[config.mk]
export PLATFORM = sky130hd
export DESIGN_NAME = hex_ascii_serializer_flat
export DESIGN_NICKNAME = d
export VERILOG_FILES = /design/src/rtl/hex_ascii_serializer_if.sv /design/src/rtl/hex_ascii_serializer.sv /design/src/flat_wrapper.sv
export SDC_FILE = /design/constraint.sdc
export NUM_CORES = 1
export LEC_CHECK = 0
export CORE_MARGIN = 2
export CORE_UTILIZATION = 30
export CTS_BUF_LIST = sky130_fd_sc_hd__clkbuf_16
export DETAILED_ROUTE_END_ITERATION = 10
export DONT_BUFFER_PORTS = 1
export GPL_TIMING_DRIVEN = 0
export HOLD_SLACK_MARGIN = 0.08
export MAX_ROUTING_LAYER = met4
export PLACE_DENSITY = 0.45
export SKIP_CTS_REPAIR_TIMING = 1
export SLEW_MARGIN = 10
export SYNTH_ARGS = -nofsm -noshare
export SYNTH_HDL_FRONTEND = slang
export SYNTH_SLANG_ARGS = --single-unit
[constraint.sdc]
create_clock -name clk -period 2.4 [get_ports clk]
set_input_delay 0.24 -clock clk [delete_from_list [all_inputs] [get_ports clk]]
set_output_delay 0.24 -clock clk [all_outputs]
set_load 0.01 [all_outputs]
[src/rtl/hex_ascii_serializer_if.sv]
// Handshake bundle for hex_ascii_serializer.
//   in_valid/in_ready/in_data : word capture handshake (producer -> serializer)
//   out_valid/out_ready       : character handshake (serializer -> UART)
//   out_char                  : ASCII character
//   out_last                  : final character of the word
// master = the side wrapped around the serializer (producer + consumer),
// slave  = the serializer itself.
interface hex_ascii_serializer_if #(
  parameter int DATA_W = 128
);
  logic              in_valid;
  logic              in_ready;
  logic [DATA_W-1:0] in_data;
  logic              out_valid;
  logic              out_ready;
  logic [7:0]        out_char;
  logic              out_last;

  modport master (
    output in_valid,
    output in_data,
    output out_ready,
    input  in_ready,
    input  out_valid,
    input  out_char,
    input  out_last
  );

  modport slave (
    input  in_valid,
    input  in_data,
    input  out_ready,
    output in_ready,
    output out_valid,
    output out_char,
    output out_last
  );
endinterface

[src/rtl/hex_ascii_serializer.sv]
// hex_ascii_serializer: captures one DATA_W-bit word and emits its hex
// representation one ASCII character per output handshake, most significant
// nibble first, optionally followed by CR LF.
//
// Ports:
//   clk   : system clock, rising edge
//   rst_n : synchronous reset, active-low
//   bus   : hex_ascii_serializer_if.slave (input word / output char handshakes)
//   busy  : high whenever the block is not idle
//
// State table:
//   ST_IDLE | waiting for a word, in_ready high, out_valid low
//   ST_HEX  | presenting hex digit for nibble index cnt_q (cnt_q==0 is the last)
//   ST_CR   | presenting 0x0D
//   ST_LF   | presenting 0x0A, out_last high
module hex_ascii_serializer #(
  parameter int DATA_W      = 128,
  parameter int UPPER       = 0,
  parameter int APPEND_CRLF = 1
) (
  input  logic                          clk,
  input  logic                          rst_n,
  hex_ascii_serializer_if.slave         bus,
  output logic                          busy
);

  localparam int NIB   = DATA_W / 4;
  localparam int CNT_W = (NIB > 1) ? $clog2(NIB) : 1;
  localparam bit HAS_CRLF = (APPEND_CRLF != 0);

  localparam logic [1:0] ST_IDLE = 2'd0;
  localparam logic [1:0] ST_HEX  = 2'd1;
  localparam logic [1:0] ST_CR   = 2'd2;
  localparam logic [1:0] ST_LF   = 2'd3;

  if ((DATA_W < 4) || ((DATA_W % 4) != 0)) begin : g_bad_width
    $error("hex_ascii_serializer: DATA_W must be a multiple of 4 and at least 4");
  end

  function automatic logic [7:0] to_ascii(input logic [3:0] nib);
    logic [7:0] c;
    if (nib < 4'd10)
      c = 8'h30 + {4'h0, nib};
    else if (UPPER != 0)
      c = 8'h37 + {4'h0, nib};   // 10 -> 'A'
    else
      c = 8'h57 + {4'h0, nib};   // 10 -> 'a'
    return c;
  endfunction

  logic [1:0]        state_q, state_d;
  logic [CNT_W-1:0]  cnt_q, cnt_d;
  logic [DATA_W-1:0] data_q, data_d;
  logic [DATA_W-1:0] data_shift;
  logic              valid_q, valid_d;
  logic [7:0]        char_q, char_d;
  logic              last_q, last_d;
  logic              in_ready_int;
  logic              accept;

  assign in_ready_int = (state_q == ST_IDLE);
  assign accept       = valid_q && bus.out_ready;

  // The hold register shifts left so the pending digit always comes from the
  // top nibble; this avoids a wide variable-index mux on the nibble counter.
  assign data_shift = data_q << 4;

  always_comb begin
    state_d = state_q;
    cnt_d   = cnt_q;
    data_d  = data_q;
    valid_d = valid_q;
    char_d  = char_q;
    last_d  = last_q;

    case (state_q)
      ST_IDLE: begin
        if (bus.in_valid && in_ready_int) begin
          data_d  = bus.in_data;
          cnt_d   = CNT_W'(NIB - 1);
          state_d = ST_HEX;
          valid_d = 1'b1;
          char_d  = to_ascii(bus.in_data[DATA_W-1 -: 4]);
          // Only a single-nibble word without terminator is last right away.
          last_d  = !HAS_CRLF && (NIB == 1);
        end
      end

      ST_HEX: begin
        if (accept) begin
          if (cnt_q != '0) begin
            data_d = data_shift;
            cnt_d  = cnt_q - 1'b1;
            char_d = to_ascii(data_shift[DATA_W-1 -: 4]);
            last_d = !HAS_CRLF && (cnt_q == CNT_W'(1));
          end else if (HAS_CRLF) begin
            state_d = ST_CR;
            char_d  = 8'h0D;
            last_d  = 1'b0;
          end else begin
            state_d = ST_IDLE;
            valid_d = 1'b0;
            char_d  = 8'h00;
            last_d  = 1'b0;
          end
        end
      end

      ST_CR: begin
        if (accept) begin
          state_d = ST_LF;
          char_d  = 8'h0A;
          last_d  = 1'b1;
        end
      end

      ST_LF: begin
        if (accept) begin
          state_d = ST_IDLE;
          valid_d = 1'b0;
          char_d  = 8'h00;
          last_d  = 1'b0;
        end
      end

      default: begin
        state_d = ST_IDLE;
        valid_d = 1'b0;
        char_d  = 8'h00;
        last_d  = 1'b0;
      end
    endcase
  end

  always_ff @(posedge clk) begin
    if (!rst_n) begin
      state_q <= ST_IDLE;
      cnt_q   <= '0;
      data_q  <= '0;
      valid_q <= 1'b0;
      char_q  <= 8'h00;
      last_q  <= 1'b0;
    end else begin
      state_q <= state_d;
      cnt_q   <= cnt_d;
      data_q  <= data_d;
      valid_q <= valid_d;
      char_q  <= char_d;
      last_q  <= last_d;
    end
  end

  assign bus.in_ready  = in_ready_int;
  assign bus.out_valid = valid_q;
  assign bus.out_char  = char_q;
  assign bus.out_last  = last_q;
  assign busy          = (state_q != ST_IDLE);

endmodule

[src/flat_wrapper.sv]
// flat-port wrapper written by rule: the top's interface ports become plain ports
module hex_ascii_serializer_flat 
#(
  parameter int DATA_W      = 128,
  parameter int UPPER       = 0,
  parameter int APPEND_CRLF = 1
)
  (clk, rst_n, busy, bus_in_valid, bus_in_data, bus_out_ready, bus_in_ready, bus_out_valid, bus_out_char, bus_out_last);
  hex_ascii_serializer_if #(.DATA_W(DATA_W)) bus_i ();
  input  logic clk;
  input  logic rst_n;
  output logic busy;
  input wire logic [$bits(bus_i.in_valid)-1:0] bus_in_valid;
  input wire logic [$bits(bus_i.in_data)-1:0] bus_in_data;
  input wire logic [$bits(bus_i.out_ready)-1:0] bus_out_ready;
  output wire logic [$bits(bus_i.in_ready)-1:0] bus_in_ready;
  output wire logic [$bits(bus_i.out_valid)-1:0] bus_out_valid;
  output wire logic [$bits(bus_i.out_char)-1:0] bus_out_char;
  output wire logic [$bits(bus_i.out_last)-1:0] bus_out_last;
  assign bus_i.in_valid = bus_in_valid;
  assign bus_i.in_data = bus_in_data;
  assign bus_i.out_ready = bus_out_ready;
  assign bus_in_ready = bus_i.in_ready;
  assign bus_out_valid = bus_i.out_valid;
  assign bus_out_char = bus_i.out_char;
  assign bus_out_last = bus_i.out_last;
  hex_ascii_serializer #(.DATA_W(DATA_W), .UPPER(UPPER), .APPEND_CRLF(APPEND_CRLF)) u_core (.clk(clk), .rst_n(rst_n), .bus(bus_i), .busy(busy));
endmodule
### Yosys cells after proc, flatten, opt, wreduce, memory -nomap -nowiden

Cells that the tools add are included.

| storage, ports and cells | value |
|---|---|
| flip-flop bits (word level) | 141 |
| input bits | 132 |

| cells by class | value |
|---|---|
| add/sub/neg operators | 5 |
| magnitude comparators | 2 |
| equal/unequal tests | 10 |
| multiplexer cells | 28 |
| reduce and logical (&&, ||, !) cells | 13 |

Operator list:

| cell | number |
|---|---|
| 124-bit 2-to-1 mux | 3 |
| 124-bit one-hot mux with 2 select lines | 1 |
| 8-bit 2-to-1 mux | 7 |
| 8-bit one-hot mux with 4 select lines | 1 |
| 7-bit by 4-bit adder with 8-bit output, first input constant | 2 |
| 5-bit 2-to-1 mux | 3 |
| 6-bit by 4-bit adder with 7-bit output, first input constant | 2 |
| 2-bit 2-to-1 mux | 5 |
| 2-bit by 1-bit inequality test with 1-bit output, second input constant | 5 |
| 5-bit one-hot mux with 2 select lines | 1 |
| 4-bit < comparator, second input constant | 2 |
| 2-bit one-hot mux with 4 select lines | 1 |
| 4-bit AND reduction | 2 |
| 3-bit AND reduction | 2 |
| 2-bit nonzero test | 3 |
| 5-bit AND reduction | 1 |
| 5-bit nonzero test | 1 |
| 5-bit by 1-bit subtractor with 5-bit output, second input constant | 1 |
| 2-bit equality test, second input constant | 2 |
| 1-bit 2-to-1 mux | 4 |
| 2-bit inequality test, second input constant | 2 |
| 1-bit one-hot mux with 3 select lines | 1 |
| 2-bit by 1-bit equality test with 1-bit output, second input constant | 1 |
| 1-bit logical AND | 2 |
| 3 further kinds | 3 |

### Depth between registers and ports, before layout

| logic depth | value |
|---|---|
| depth after elaboration | 5 |
| depth in mapped cells | 9 |
| gate-level depth less buffers | 6 |

### Worst setup path before layout

No wires, ideal clock.

| timing path | value |
|---|---|
| path kind | register to register |
| start point | reg u_core.state_q[1] |
| end point | reg u_core.char_q[1] (netlist: u_core.bus.out_char[1]) |
| library setup time | 75 ps |
| data arrival time | 1808 ps |
| path slack | 518 ps |
| cell stages (with the launch flop) | 9 |
| path buffers | 2 |
| cell sequence | dfxtp_1 -> inv_1 -> ha_1 -> buf_2 -> or3_1 -> a21oi_2 -> buf_2 -> nand3_1 -> o22ai_1 |

| on the way | value |
|---|---|
| word-level cells in the longest chain between the ends | 4 |
| elaborated cells on any way between the ends | 11 |
| those cells by class | 7 x eq/ne; 1 x mux; 3 x reduce/logical |

Ends and longest elaborated chain:

| item | RTL line | source |
|---|---|---|
| start, declared | hex_ascii_serializer.sv:51 | `logic [1:0] state_q, state_d;` |
| start signal, assigned | hex_ascii_serializer.sv:144 | `state_q <= state_d;` |
| 2-bit zero test | hex_ascii_serializer.sv:61, hex_ascii_serializer.sv:76 |  |
| 1-bit logical AND | hex_ascii_serializer.sv:78 | `if (bus.in_valid && in_ready_int) begin` |
| 2-bit inequality test (no source line) | -- |  |
| 4-bit AND reduction (no source line) | -- |  |
| end signal, assigned | hex_ascii_serializer.sv:148 | `char_q <= char_d;` |
| end, declared | hex_ascii_serializer.sv:56 | `logic [7:0] char_q, char_d;` |

Several ways; a longest one is shown, not always the timed one.
A chain may end at the register's enable or synchronous reset.

### Worst setup path after layout

| timing path | value |
|---|---|
| start point | reg u_core.state_q[1] |
| end point | reg u_core.data_q[112] |

| on the way | value |
|---|---|
| word-level cells in the longest chain between the ends | 4 |
| elaborated cells on any way between the ends | 9 |
| those cells by class | 4 x eq/ne; 1 x mux; 4 x reduce/logical |

Ends and longest elaborated chain:

| item | RTL line | source |
|---|---|---|
| 2-bit zero test | hex_ascii_serializer.sv:61, hex_ascii_serializer.sv:76 |  |
| 1-bit logical AND | hex_ascii_serializer.sv:78 |  |
| 2-bit inequality test (no source line) | -- |  |
| 4-bit AND reduction (no source line) | -- |  |
| end signal, assigned | hex_ascii_serializer.sv:146 | `data_q <= data_d;` |
| end, declared | hex_ascii_serializer.sv:53 | `logic [DATA_W-1:0] data_q, data_d;` |

Several ways; a longest one is shown, not always the timed one.

==> reports/metrics.yaml <==
max-slew-margin-rel_pct: 50.10
grt_overflow: 0
finalMaxSlewViolations: 0
grt.total_usage_pct: 15.95
grt_pass1_vias: 5159
arrival_ps: 2510
clock_skew_ps: 12.71
drv_cap: 0
rows: 53
max_freq_ghz: 0.4475
clock_sinks: 140
vias: 5236
antenna_found_initial: 0
worst_slew_pin_slew_ps: 741.6
place_congestion: 0.7891
hold_violations: 0
grt_pass1_wl_um: 27010
design_power_total_mw: 10.98
grt_max_degree: 17
worstPathRequired_ps: 2680
fin_crit_sh_pct: 93.11
synth.top_cell.area_share_pct: 43.96
setup_viol: 0
ys_seq_area_share_pct: 43.96
hp-class: "input pin to register"
die-width_um: 149.8
ioPinCount: 144
ys_top_cells_by_count: "140 x dfxtp_1, 132 x nor2_1, 125 x a211oi_1"
syn_inst: 681
start_util_pct: 30.43
cp_max_fo: 10
clk_latency_ps: 420
numPortBuffers: 0
worstSetupPathType: "register to register"
critPathCaptureType: "register"
via_per_inst: 5.006
die_h_um: 149.8
outcome: "finished clean"
dr.pass1.iters: 4
layoutNonFillerInstCount: 1046
min_period_ps: 2235
synth-main-ff-cell: "dfxtp_1"
cts_htree_levels: 4
core_area_um2: 20960
hpwl_um: 12590
ys_top_cells_by_area: "dfxtp_1 44%, mux2i_1 19%, a211oi_1 15%"
synth-edff-count: 0
antenna_cells: 0
ys_warn_count: 0
final_layout_size_suffix_gt1_share_pct: 9.209
nets: 898
leakage_nw: 2.915
cts_tree: "yes"
synth_nets: 821
syn_area_per_cell_um2: 9.363
peakVddDrop_mv: 0.5032
setup_tns_ps: 0
synthArstFlopShare_pct: 0
drt_first_iter_violations: 199
synth_most_common_cell: "dfxtp_1"
cts.path.max_buffers: 2
clockRootBuffer: "clkbuf_16"
synthDistinctLibCells: 39
startpoint_type: "register"
p_per_area_nw_per_um2: 1384
clk_pin_slew_ps: 60
yosysTopAreaCell: "dfxtp_1"
ant_nets: 0
dpl.cell_count: 956
synthesis.area_um2: 6376
wirelength_um: 17430
cts_buffers: 17
dieArea_um2: 22440
drc: 0
rsz0062_at_grt: "yes"
hold_slack_ps: 56.14
wl_per_cell_um: 16.66
synth_seq_cells: 140
syn_to_final_growth_pct: 24.45
## sequential cells by signal, indices dropped and copies added, names as in the netlist
signal,flops
u_core.data_q,124
u_core.bus.out_valid,1
u_core.state_q,2
u_core.cnt_q,5
u_core.bus.out_char,7
u_core.bus.out_last,1
## kinds of logic (layout without fill, tap and decap cells)
group	Yosys count	in the layout	synth area share, %
muxes	123	123	19.31
adders and majority gates	8	8	1.570
buffers and inverters	72	162	4.808
other	1	1	0.05881
AOI/OAI and AO/OA	161	161	18.60
xor gates and xnor gates	2	2	0.2748
DFF	140	140	43.96
and+or+nand+nor	174	174	11.42
## final timing paths
path | start | to | slack, ps | cells past startpoint
worst max-delay path | u_core.state_q[1]$_SDFFE_PN0P_ | u_core.data_q[112]$_SDFFE_PN0P_ | 170 | 7
worst min-delay path | bus_in_data[59] | u_core.data_q[59]$_SDFFE_PN0P_ | 60 | 2
worst min register to register | u_core.data_q[0]$_SDFFE_PN0P_ | u_core.data_q[0]$_SDFFE_PN0P_ | 460 | 2
worst max register to register | u_core.state_q[1]$_SDFFE_PN0P_ | u_core.data_q[112]$_SDFFE_PN0P_ | 170 | 7
## area by class of cell
| type | instances | area [um2] |
|---|---|---|
| multi-input cells | 469 | 3269 |
| flip-flops and latches | 140 | 2803 |
| repair buffers | 58 | 578.1 |
| well taps | 275 | 344.1 |
| clock inverters | 15 | 187.7 |
| inverters | 13 | 48.80 |
| clock buffers | 17 | 425.4 |
| fillers | 2172 | 13020 |
| plain buffers | 59 | 279.0 |
## cells in the final DEF (no fill, tap or decap), types with 4 or more instances in the layout
cell type / count
a21oi_1: 6
nor2_1: 132
clkbuf_2: 6
nor2b_1: 4
clkbuf_1: 26
buf_2: 22
dlygate4sd3_1: 57
nand3_1: 8
inv_6: 5
inv_1: 11
o21ai_0: 13
nor3_1: 4
ha_1: 7
clkbuf_16: 17
mux2i_1: 123
dfxtp_1: 140
a211oi_1: 125
nand2_1: 15
## report_power, final
group	internal (mW)	switching, mW
clock	1.65	1.10
sequential	3.27	0.597
combinational	1.87	2.50
total	6.79	4.20
## routing by layer
metal | up-vias | track usage, % | share of wire, %
met1 | 2476 | 19.55 | 47
li1 | 2622 | - | -
met5 | - | - | 0
met4 | 0 | 4.481 | 1.0
met3 | 14 | 5.854 | 6.5
met2 | 124 | 24.70 | 45
## critical path: stages (launching register included)
cell,delay [ps]
dfxtp_1,340
inv_1,110
ha_1,140
buf_2,210
buf_4,260
clkbuf_1,560
mux2i_1,340
a211oi_1,110
## stage by stage
| step | setup WS (ps) | utilization [%] | cell area (um2) |
|---|---|---|---|
| floorplan | 517.6 | - | 6376 |
| CTS | -63.79 | 35.00 | 7333 |
| global placement | 64.57 | 32.07 | 6720 |
| detailed placement | -42.82 | 32.07 | 6720 |
| global route | -16.06 | 37.87 | 7935 |
| finish | 165.3 | 37.87 | 7935 |
No activity file was read; power rests on OpenSTA's default activity.
